`src/rtl/noise_rom_sched.sv`:
```
// Noise ROM scheduler: warm-up gate, two-channel round-robin grant of the shared
// sin/log ROM pair, and a fixed-latency response pipeline back to the requester.
module noise_rom_sched #(
  parameter int ROM_LAT = 2,
  parameter int WARMUP  = 32,
  parameter int DW      = 16
) (
  input  logic          clk100,
  input  logic          rst,
  input  logic          en,
  input  logic [1:0]    req,
  input  logic [10:0]   rand_sin_addr,
  input  logic [9:0]    rand_log_addr,
  output logic [1:0]    gnt,
  output logic          rom_en,
  output logic [10:0]   sin_rom_addr,
  output logic [9:0]    log_rom_addr,
  input  logic [DW-1:0] sin_rom_data,
  input  logic [DW-1:0] log_rom_data,
  output logic [1:0]    rsp_valid,
  output logic [DW-1:0] rsp_sin,
  output logic [DW-1:0] rsp_log,
  output logic          ready,
  output logic [15:0]   issue_cnt
);

  typedef enum logic [0:0] {
    ST_WARMUP = 1'b0,
    ST_RUN    = 1'b1
  } state_t;

  state_t          state_r, state_s;
  logic [7:0]      wu_cnt_r, wu_cnt_s;
  logic            ready_r;
  logic [1:0]      elig_s;
  logic [1:0]      gnt_s;
  logic            grant_s;
  logic [1:0]      gnt_r;
  logic            rom_en_r;
  logic            ptr_r;
  logic [10:0]     sin_addr_r;
  logic [9:0]      log_addr_r;
  logic [15:0]     issue_cnt_r;
  logic [ROM_LAT-1:0] vld_pipe_r;
  logic [ROM_LAT-1:0] id_pipe_r;
  logic [1:0]      rsp_valid_r;
  logic [DW-1:0]   rsp_sin_r;
  logic [DW-1:0]   rsp_log_r;

  // Warm-up sequencer next-state logic
  always_comb begin
    state_s  = state_r;
    wu_cnt_s = wu_cnt_r;
    case (state_r)
      ST_WARMUP: begin
        if (wu_cnt_r == 8'(WARMUP - 1)) begin
          state_s  = ST_RUN;
          wu_cnt_s = 8'd0;
        end else begin
          wu_cnt_s = wu_cnt_r + 8'd1;
        end
      end
      ST_RUN: begin
        state_s = ST_RUN;
      end
      default: begin
        state_s  = ST_WARMUP;
        wu_cnt_s = 8'd0;
      end
    endcase
  end

  // Round-robin arbiter; a channel whose grant is currently showing is masked out
  always_comb begin
    elig_s = req & ~gnt_r;
    gnt_s  = 2'b00;
    if ((state_r == ST_RUN) && en) begin
      case (elig_s)
        2'b01:   gnt_s = 2'b01;
        2'b10:   gnt_s = 2'b10;
        2'b11:   gnt_s = ptr_r ? 2'b10 : 2'b01;
        default: gnt_s = 2'b00;
      endcase
    end else begin
      gnt_s = 2'b00;
    end
    grant_s = |gnt_s;
  end

  // State, grant, ROM address and issue counter registers
  always_ff @(posedge clk100) begin
    if (!rst) begin
      state_r     <= ST_WARMUP;
      wu_cnt_r    <= 8'd0;
      ready_r     <= 1'b0;
      gnt_r       <= 2'b00;
      rom_en_r    <= 1'b0;
      ptr_r       <= 1'b0;
      sin_addr_r  <= 11'd0;
      log_addr_r  <= 10'd0;
      issue_cnt_r <= 16'd0;
    end else begin
      state_r  <= state_s;
      wu_cnt_r <= wu_cnt_s;
      ready_r  <= (state_s == ST_RUN);
      gnt_r    <= gnt_s;
      rom_en_r <= grant_s;
      if (grant_s) begin
        sin_addr_r  <= rand_sin_addr;
        log_addr_r  <= rand_log_addr;
        ptr_r       <= gnt_s[0];
        issue_cnt_r <= issue_cnt_r + 16'd1;
      end
    end
  end

  // In-flight read tracking and response capture, fed by the ROM strobe
  always_ff @(posedge clk100) begin
    if (!rst) begin
      vld_pipe_r  <= '0;
      id_pipe_r   <= '0;
      rsp_valid_r <= 2'b00;
      rsp_sin_r   <= '0;
      rsp_log_r   <= '0;
    end else begin
      vld_pipe_r[0] <= rom_en_r;
      id_pipe_r[0]  <= gnt_r[1];
      for (int k = 1; k < ROM_LAT; k++) begin
        vld_pipe_r[k] <= vld_pipe_r[k-1];
        id_pipe_r[k]  <= id_pipe_r[k-1];
      end
      if (vld_pipe_r[ROM_LAT-1]) begin
        rsp_sin_r   <= sin_rom_data;
        rsp_log_r   <= log_rom_data;
        rsp_valid_r <= id_pipe_r[ROM_LAT-1] ? 2'b10 : 2'b01;
      end else begin
        rsp_valid_r <= 2'b00;
      end
    end
  end

  assign gnt          = gnt_r;
  assign rom_en       = rom_en_r;
  assign sin_rom_addr = sin_addr_r;
  assign log_rom_addr = log_addr_r;
  assign rsp_valid    = rsp_valid_r;
  assign rsp_sin      = rsp_sin_r;
  assign rsp_log      = rsp_log_r;
  assign ready        = ready_r;
  assign issue_cnt    = issue_cnt_r;

endmodule

```
`config.mk`:
```
export PLATFORM = sky130hd
export DESIGN_NAME = noise_rom_sched
export DESIGN_NICKNAME = d
export VERILOG_FILES = /design/src/rtl/noise_rom_sched.sv
export SDC_FILE = /design/constraint.sdc
export NUM_CORES = 1
export LEC_CHECK = 0
export ABC_AREA = 1
export CORE_MARGIN = 3
export CORE_UTILIZATION = 39
export CTS_CLUSTER_DIAMETER = 120
export DETAILED_ROUTE_END_ITERATION = 12
export PLACE_DENSITY = 0.78
export SETUP_SLACK_MARGIN = 0.2
export SYNTH_ARGS = -nofsm -noshare
export SYNTH_HDL_FRONTEND = slang
export SYNTH_SLANG_ARGS = --single-unit
```
`constraint.sdc`:
```
create_clock -name clk100 -period 1.2 [get_ports clk100]
set_clock_uncertainty 0.05 [all_clocks]
set_input_delay 0.12 -clock clk100 [delete_from_list [all_inputs] [get_ports clk100]]
set_output_delay 0.12 -clock clk100 [all_outputs]
set_load 0.01 [all_outputs]
```
==> results of run 1 <==
[tightest hold or removal path, stage by stage]
cell     delay [ns]
buf_2          0.13
buf_12         0.17
nand2_1        0.07
inv_1          0.03
[routing by layer]
layer / vias up / global-route usage (%)
met5: - / 0
met4: 0 / 6.41
met3: 15 / 7.36
met2: 111 / 33.0
met1: 1666 / 23.2
li1: 1811 / -
[registers in the layout, summed over array words and instances (netlist names), 2 cells and up]
register      cells
gnt               2
id_pipe_r         2
issue_cnt        16
log_rom_addr     10
rsp_log          16
rsp_sin          16
rsp_valid         2
sin_rom_addr     11
vld_pipe_r        2
wu_cnt_r          8
[kinds of logic after synthesis]
| group | after synthesis | share of synthesized area [%] |
|---|---|---|
| adders and majority gates | 2 | 0.742 |
| and+or+nand+nor | 238 | 29.5 |
| AOI/OAI and AO/OA | 72 | 10.8 |
| buffers and inverters | 55 | 6.75 |
| DFF | 88 | 52.2 |
[layout make-up]
type,count,area (um^2)
Tap cell,105,131
Fill cell,619,2390
Multi-Input combinational cell,312,1620
Sequential cell,88,1890
Clock inverter,6,90.1
Inverter,34,135
Timing Repair Buffer,186,1900
Clock buffer,10,138
[repair_timing]
item / CTS / global route
endpoints found under the hold margin: 0 / 0
pin swaps: 21 / 18
buffers inserted: 13 / 17
setup endpoints to repair: 156 / 142
gates resized for setup: 402 / 136
[cells in the mapped netlist, drive strengths merged]
library cell / instances
a21oi: 12
and3: 3
buf: 6
clkbuf: 15
dfxtp: 88
ha: 2
inv: 34
nand2: 49
nand3: 17
nand4: 8
nor2: 146
nor3: 11
nor3b: 3
o21ai: 59
o21bai: 1
or2: 1
[power by group through the flow]
stage          Combinational, uW  Clock, uW  Sequential (uW)
3_3_place_gp                 278          0             3000
3_5_place_dp                 283          0             3000
6_report                     319       2330             2920
2_1_floorplan               67.0          0             2990
4_1_cts                      296       2350             2920
5_1_grt                      346       2500             2920
[stage by stage]
stage,worst slack (ns),power (uW),std cells,setup TNS [ns]
after floorplan,-0.0343,3060,455,-0.117
after global placement,-0.319,3270,695,-11.04
after detailed placement,-0.425,3280,695,-13.97
after CTS,-0.106,5570,724,-2.28
after global routing,-0.222,5760,741,-4.65
final,-0.120,5560,741,-1.43
[worst paths after layout]
path	slack (ns)	to	cells after the start
setup / recovery	-0.12	issue_cnt[14]	8
hold / removal	0.17	vld_pipe_r[1]	4
setup reg to reg	-0.12	issue_cnt[14]	8
hold reg to reg	0.35	vld_pipe_r[1]	2
==> impl_metrics.json, run 1 <==
{
  "status": "finished, violations left",
  "violations": "negative setup slack",
  "area_delta_synth_final_pct": 75.3,
  "overflow": 0,
  "core-area_um2": 8300,
  "cts_made_buffers": 9,
  "rsz0062_at_grt": "true",
  "endpoint_kind": "register",
  "drive_gt1_share_pct": 44.2,
  "path_buf_inv": 0,
  "chipHeight_um": 99.0,
  "power_frac_comb_pct": 5.7,
  "dr.pass1.iters": 4,
  "final_area_um2": 5910,
  "first_global_vias": 3520,
  "slew_violations": 0,
  "worstHoldStart": "rst",
  "cts_tree": "yes",
  "crit_path_top_delay_cell": "dfxtp_4",
  "maxCapViolations": 0,
  "io_buffers": 132,
  "ys_seq_elements": 88,
  "hold_path.class": "in2reg",
  "met3RoutedLength_um": 876,
  "synthesis.nets": 515,
  "num_vias": 3603,
  "clockRootBuffer": "clkbuf_8",
  "synth_cell_type_count": 25,
  "ys_seq_area_share_pct": 52.2,
  "cp_cell_sequence": "ha_4 -> nand2_4 -> nor2_4 -> nand2_2 -> nor2_4 -> nand4_1 -> nand2_1 -> nor2_1",
  "std_cell_rows": 33,
  "arrival_ns": 1.49,
  "drc_errors": 0,
  "grt_max_degree": 50,
  "netlist_area_um2": 3370,
  "worstSkewPairLatency_ns": 0.35,
  "htreeDepth": 3,
  "power_leakage_uw": 0.00267,
  "pwr-share-clk_pct": 41.8,
  "syn_inst": 455,
  "maxSlewHeadroom_pct": 66.2,
  "cts_max_path_buffers": 2,
  "setup_violations": 40,
  "detail-route-antenna-nets": 0,
  "final_util_pct": 71.2,
  "yosysWarnings": 0,
  "hpwl_um": 6810,
  "wirelength_met1_um": 4090,
  "grt_pass1_wl_um": 16000,
  "wl_met2_um": 5110,
  "p_sw_uw": 1210,
  "period_needed_ns": 1.32,
  "grtUsageTotal_pct": 19.7,
  "holdBufCountCts": 0,
  "p_seq_share_pct": 52.4,
  "path_max_fanout": 6,
  "diodes": 0,
  "cp-start-kind": "register",
  "required_ns": 1.37,
  "r2r-start": "issue_cnt[0]",
  "highest_layer": "met4",
  "cpPeakStageDelay_ns": 0.37,
  "whs_ns": 0.173,
  "tightest_slew_ns": 0.507,
  "cts.clk_slew.worst_paths_ns": 0.09,
  "p_int_uw": 4350,
  "synth_top_area_share_pct": 52.2,
  "worstSetupPathType": "reg2reg",
  "clock_sinks": 88,
  "crit_start": "issue_cnt[0]",
  "peakVddDrop_uv": 699,
  "synth_area_leaders": "dfxtp_1 (52%), nor2_1 (16%), o21ai_0 (8.8%)",
  "layout_common_cells": "nor2_1 (129), buf_6 (84), dfxtp_2 (66), clkdlybuf4s50_1 (56), nand2_1 (36)",
  "syn_area_per_cell_um2": 7.41,
  "final_common_cell": "nor2_1",
  "nets": 691,
  "io_pins": 133,
  "gp_congestion": 0.829,
  "antenna_found_initial": 0,
  "fmax_mhz": 757,
  "drt-total-wl_um": 10200,
  "switching_share_pct": 21.7,
  "wl_per_cell_um": 13.8,
  "post-route-period-util_pct": 110,
  "p_per_area_nw_per_um2": 941,
  "path_common_cell": "nor2_4",
  "avgViaCountPerCell": 4.86,
  "finalHoldViolCount": 0,
  "setup_ws_ns": -0.120,
  "place_area_um2": 5050,
  "yosysTopAreaCell": "dfxtp_1",
  "cp_top_family": "simple AND/OR/NAND/NOR gates",
  "drt-initial-drc-count": 164,
  "start_util_pct": 40.6,
  "dieArea_um2": 9800,
  "die_w_um": 99.0
}
(Power assumes the default switching activity.)
==> inputs of run 2 (changes only) <==
PLACE_DENSITY = 0.75   (was 0.78)
SETUP_SLACK_MARGIN = 0.1   (was 0.2)
clock period = 1.3 ns   (was 1.2 ns; I/O delays follow)
==> run 2 against run 1 <==
  * The run still ends with negative setup slack left
  * Final cell count is 0.67% lower
  * Maximum frequency is 6.6% lower
  * Via count is 1.7% higher
  * Non-clock buffer count is 6 lower
  * Clock power is 3% lower
  * Power is 5.3% lower
  * First-iteration DRC count is 50% lower
  * Sequential share of layout area is 1.5 points lower
  * Routed wire length is 13% higher
  * Sequential power is 7.5% lower
  * Register-to-register slack hardly changed
  * Critical path type unchanged
==> impl_metrics.json, run 2 (synthesis results as in run 1) <==
{
  "cts_tree": "yes",
  "final_common_cell": "nor2_1",
  "endpoint_kind": "register",
  "cts.clk_slew.worst_paths_ns": 0.10,
  "required_ns": 1.53,
  "fillers": 633,
  "hpwl_um": 6580,
  "avgViaCountPerCell": 4.98,
  "period_needed_ns": 1.41,
  "maxCapViolations": 0,
  "grt_pass1_wl_um": 16900,
  "gp_congestion": 0.839,
  "drt-initial-drc-count": 82,
  "io_buffers": 132,
  "whs_ns": 0.232,
  "slew_violations": 0,
  "hold_path.class": "in2reg",
  "multi_input_area_um2": 1870,
  "cp_top_family": "simple AND/OR/NAND/NOR gates",
  "worstSetupPathType": "reg2reg",
  "peakVddDrop_uv": 709,
  "chipHeight_um": 99.0,
  "clockRootBuffer": "clkbuf_8",
  "clock_sinks": 88,
  "start_util_pct": 40.6,
  "path_buf_inv": 1,
  "cts_max_path_buffers": 2,
  "worstSkewPairLatency_ns": 0.36,
  "power_leakage_uw": 0.00268,
  "layout_common_cells": "nor2_1 (107), dfxtp_1 (62), clkdlybuf4s50_1 (56), dlygate4sd2_1 (36), o21ai_0 (34)",
  "crit_path_top_delay_cell": "dfxtp_4",
  "status": "finished, violations left",
  "io_pins": 133,
  "htreeDepth": 3,
  "fmax_mhz": 707,
  "cp_cell_sequence": "ha_4 -> nand2_4 -> nor2_4 -> nand2_2 -> nor2_4 -> buf_4 -> a21oi_1 -> nor2_1",
  "cp-start-kind": "register",
  "path_common_cell": "nor2_4",
  "dieArea_um2": 9800,
  "drt-total-wl_um": 11600,
  "drc_errors": 0,
  "wl_per_cell_um": 15.7,
  "tightest_slew_ns": 0.525,
  "grtUsageTotal_pct": 21.1,
  "grt_max_degree": 34,
  "num_vias": 3664,
  "post-route-period-util_pct": 109,
  "arrival_ns": 1.64,
  "rsz0062_at_grt": "true",
  "dr.pass1.iters": 4,
  "std_cell_rows": 33,
  "detail-route-antenna-nets": 0,
  "die_w_um": 99.0,
  "overflow": 0,
  "setup_violations": 16,
  "diodes": 0,
  "cpPeakStageDelay_ns": 0.40,
  "area.sequential_um2": 1820,
  "area_delta_synth_final_pct": 76.4,
  "path_max_fanout": 6,
  "p_per_area_nw_per_um2": 885,
  "violations": "negative setup slack",
  "finalHoldViolCount": 0,
  "core-area_um2": 8300,
  "cts_made_buffers": 9,
  "maxSlewHeadroom_pct": 64.9,
  "first_global_vias": 3571,
  "setup_ws_ns": -0.114,
  "nets": 686,
  "antenna_found_initial": 0,
  "drive_gt1_share_pct": 33.0,
  "total_power_uw": 5270
}
-- run 2: cell types whose count changed in the layout (fill, tap and decap cells not counted), sizes merged --
cell,before,now
inv,36,34
clkbuf,10,23
dlygate4sd2,0,36
nand2,49,50
clkinv,1,3
bufinv,2,3
clkinvlp,1,0
buf,129,49
clkdlybuf4s15,1,26
-- run 2: cell type report --
| cell class | count | area share [%] |
|---|---|---|
| repair buffers | 180 | 29.5 |
| inverters | 34 | 2.27 |
| multi-input cells | 313 | 31.5 |
| flip-flops and latches | 88 | 30.5 |
| clock buffers | 10 | 2.15 |
| clock inverters | 6 | 1.83 |
| well taps | 105 | 2.21 |
-- run 2: routing by layer --
layer  vias up  GRT usage (%)  share of wire (%)  wire [um]
met4         0           4.83                1.3        151
met1      1728           26.1                 41       4690
met2       127           35.2                 51       5890
li1       1797              -                  -          -
met3        12           7.36                7.2        835
met5         -              0                  0          0
-- run 2: worst paths after layout --
kind / from / end / slack [ns] / cells past startpoint
max: issue_cnt[1] / issue_cnt[10] / -0.11 / 8
max reg2reg: issue_cnt[1] / issue_cnt[10] / -0.11 / 8
min reg2reg: id_pipe_r[0] / id_pipe_r[1] / 0.37 / 2
min: rst / issue_cnt[9] / 0.23 / 4
-- run 2: what timing repair did --
action / in CTS / in global routing
endpoints found under the setup margin: 117 / 86
buffers inserted: 13 / 11
gates resized for setup: 191 / 129
pin swaps: 23 / 41
hold buffers: 0 / 0
cloned: 4 / 3
-- run 2: through the flow --
step                      worst slack [ns]  instances  util, %  area, um^2  TNS (ns)
after floorplan                     0.0626        455        -        3400         0
after detailed placement            -0.282        690     59.4        4930     -8.18
after global placement              -0.236        690     59.4        4930     -6.62
after global routing                -0.196        736     71.7        5950     -1.87
final                               -0.114        736     71.7        5950    -0.702
after CTS                          -0.0296        723     66.6        5530   -0.0673
-- run 2: where the power goes --
part | total, uW | internal, uW | switching [uW] | leakage [uW]
Sequential | 2700 | 2690 | 13.9 | 0.000725
Combinational | 311 | 190 | 121 | 0.00184
Clock | 2250 | 1280 | 979 | 0.000120
Total | 5270 | 4150 | 1110 | 0.00268
-- run 2: worst reg2reg max path: stages (launching register included) --
cell     delay (ns)
dfxtp_4        0.40
ha_4           0.16
nand2_4        0.06
nor2_4         0.10
nand2_2        0.08
nor2_4         0.19
buf_4          0.14
a21oi_1        0.05
nor2_1         0.11
==> inputs of run 3 (changes only) <==
ABC_AREA = default   (was 1)
SLEW_MARGIN = 10   (was default)
clock period = 1.4 ns   (was 1.3 ns; I/O delays follow)
==> run 3 against run 2 <==
  * The run still ends with negative setup slack left
  * Largest power group unchanged
  * Global-route usage fell by 1.4 points
  * Synthesized cell count fell by 22%
  * Maximum frequency fell by 9.1%
  * First-iteration DRC count fell by 32%
  * Critical path depth fell by 3
  * Count of clock-buffer cells in the layout did not move
  * Critical path type unchanged
  * Clock power fell by 27%
==> impl_metrics.json, run 3 <==
{
  "chipHeight_um": 98.5,
  "ys_dominant_reg_cell": "dfxtp_1",
  "io_pins": 133,
  "required_ns": 1.65,
  "path_buf_inv": 0,
  "num_vias": 3133,
  "avgViaCountPerCell": 4.81,
  "arrival_ns": 1.80,
  "ys_seq_elements": 88,
  "grt_pass1_wl_um": 15500,
  "core-area_um2": 8260,
  "cts_tree": "yes",
  "drt-total-wl_um": 9630,
  "synth_top_cells_by_count": "dfxtp_1 (88), nand2_1 (58), nor2_1 (49)",
  "clock_sinks": 88,
  "hold_path.class": "in2reg",
  "crit_path_top_delay_cell": "dfxtp_4",
  "cp-start-kind": "register",
  "wl_per_cell_um": 14.8,
  "synth_most_common_cell": "dfxtp_1",
  "syn_area_per_cell_um2": 9.34,
  "synth_top_area_share_pct": 52.8,
  "tightest_slew_ns": 0.296,
  "worstSkewPairLatency_ns": 0.36,
  "setup_violations": 33,
  "finalHoldViolCount": 0,
  "maxCapViolations": 0,
  "period_needed_ns": 1.56,
  "die_w_um": 98.5,
  "drt-initial-drc-count": 56,
  "path_max_fanout": 6,
  "drc_errors": 0,
  "io_buffers": 132,
  "synth_area_leaders": "dfxtp_1 (53%), mux2i_1 (11%), nand2_1 (6.5%)",
  "yosysTopAreaCell": "dfxtp_1",
  "syn_inst": 357,
  "grtUsageTotal_pct": 19.6,
  "start_util_pct": 40.4,
  "diodes": 0,
  "post-route-period-util_pct": 111,
  "cp_cell_sequence": "ha_4 -> nand4_1 -> a2111o_1 -> or3_1 -> a21oi_1",
  "grt_max_degree": 23,
  "final.setup.tns_ns": -2.31,
  "peakVddDrop_uv": 745,
  "rsz0062_at_grt": "true",
  "fin_cells": 651,
  "synthArstFlopShare_pct": 0,
  "antenna_found_initial": 0,
  "holdBufCountCts": 0,
  "setup_ws_ns": -0.156,
  "status": "finished, violations left",
  "cp_top_family": "compound AO/OA/AOI/OAI gates",
  "worstSetupPathType": "reg2reg",
  "endpoint_kind": "register",
  "power_leakage_uw": 0.00246,
  "drive_gt1_share_pct": 31.1,
  "cts_made_buffers": 9,
  "synthesis.nets": 417,
  "maxSlewHeadroom_pct": 80.2,
  "gp_congestion": 0.799,
  "final_common_cell": "dfxtp_1",
  "ys_seq_area_share_pct": 52.8,
  "htreeDepth": 3,
  "yosysWarnings": 0,
  "detail-route-antenna-nets": 0,
  "std_cell_rows": 33,
  "fillers": 643,
  "overflow": 0,
  "synth_cell_type_count": 42,
  "dieArea_um2": 9700,
  "netlist_area_um2": 3340,
  "synth_edf_count": 0,
  "cts_max_path_buffers": 2,
  "clockRootBuffer": "clkbuf_8",
  "cpPeakStageDelay_ns": 0.37,
  "dp_cells": 618,
  "violations": "negative setup slack",
  "first_global_vias": 3257,
  "fmax_mhz": 643,
  "layout_common_cells": "dfxtp_1 (73), dlygate4sd2_1 (60), clkdlybuf4s50_1 (57), nor2_1 (47), mux2i_1 (38)",
  "area_delta_synth_final_pct": 73.6,
  "cts.clk_slew.worst_paths_ns": 0.09,
  "whs_ns": 0.284,
  "p_per_area_nw_per_um2": 775,
  "slew_violations": 0,
  "total_power_uw": 4490,
  "hpwl_um": 6420,
  "nets": 601,
  "dr.pass1.iters": 4
}
## run 3: changes by cell type after synthesis, moves of 12 or more
| cell | delta |
|---|---|
| mux2i_1 | +38 |
| o21ai_0 | -55 |
| nand2_1 | +12 |
| a21oi_1 | +19 |
| inv_1 | -30 |
| nor2_1 | -94 |
## run 3: worst min-delay path, stage by stage
cell	delay (ns)
clkdlybuf4s50_1	0.40
nand2_1	0.06
a21oi_1	0.05
## run 3: power by group
part	leakage [uW]	internal [uW]	switching [uW]
registers	0.000717	2500	9.71
clock network	0.0000926	700	936
logic	0.00165	214	127
total	0.00246	3420	1070
## run 3: repair_timing
item                                    4_1_cts  5_1_grt
gates cloned                                  2        1
gates resized for setup                     161       55
endpoints found under the setup margin      117       56
setup buffers                                12        5
hold endpoints to repair                      0        0
pin swaps                                    36       37
## run 3: final cells by class
type                            count  area (um^2)  area share [%]
Timing Repair Buffer              192         1860            32.1
Multi-Input combinational cell    247         1820            31.4
Sequential cell                    88         1790            30.9
Clock buffer                       10          138            2.38
Inverter                            3         11.3           0.194
Tap cell                          105          131            2.27
Clock inverter                      6         43.8           0.756
## run 3: kinds of logic after synthesis
family | count (synthesis) | synth area share [%]
AO/OA/AOI/OAI | 46 | 8.70
flip-flops | 88 | 52.8
buffers and inverters | 22 | 2.93
XOR/XNOR | 12 | 3.15
multiplexers | 38 | 11.4
AND/OR/NAND/NOR | 149 | 20.3
adder cells (fa/ha/maj) | 2 | 0.750
## run 3: worst paths after layout
kind / from / to / slack [ns] / cells after the start
worst max-delay path: issue_cnt[1] / issue_cnt[12] / -0.16 / 5
worst min-delay path: rand_sin_addr[8] / sin_rom_addr[8] / 0.28 / 3
worst max register to register: issue_cnt[1] / issue_cnt[12] / -0.16 / 5
worst min register to register: id_pipe_r[1] / rsp_valid[0] / 0.36 / 1
## run 3: metrics by stage
step	cell area (um^2)	setup slack, ns	utilization (%)
after global routing	5790	-0.239	70.1
after floorplan	3410	-0.170	-
after global placement	5130	-0.386	62.2
after CTS	5620	-0.135	68.0
final	5790	-0.156	70.1
after detailed placement	5130	-0.402	62.2
## run 3: routing by layer
layer / track usage (%) / part of all wire (%) / vias up
met4: 5.67 / 1.4 / 0
met1: 23.3 / 42 / 1457
met5: 0 / 0 / -
met2: 34.9 / 49 / 98
met3: 5.10 / 6.8 / 12
li1: - / - / 1566
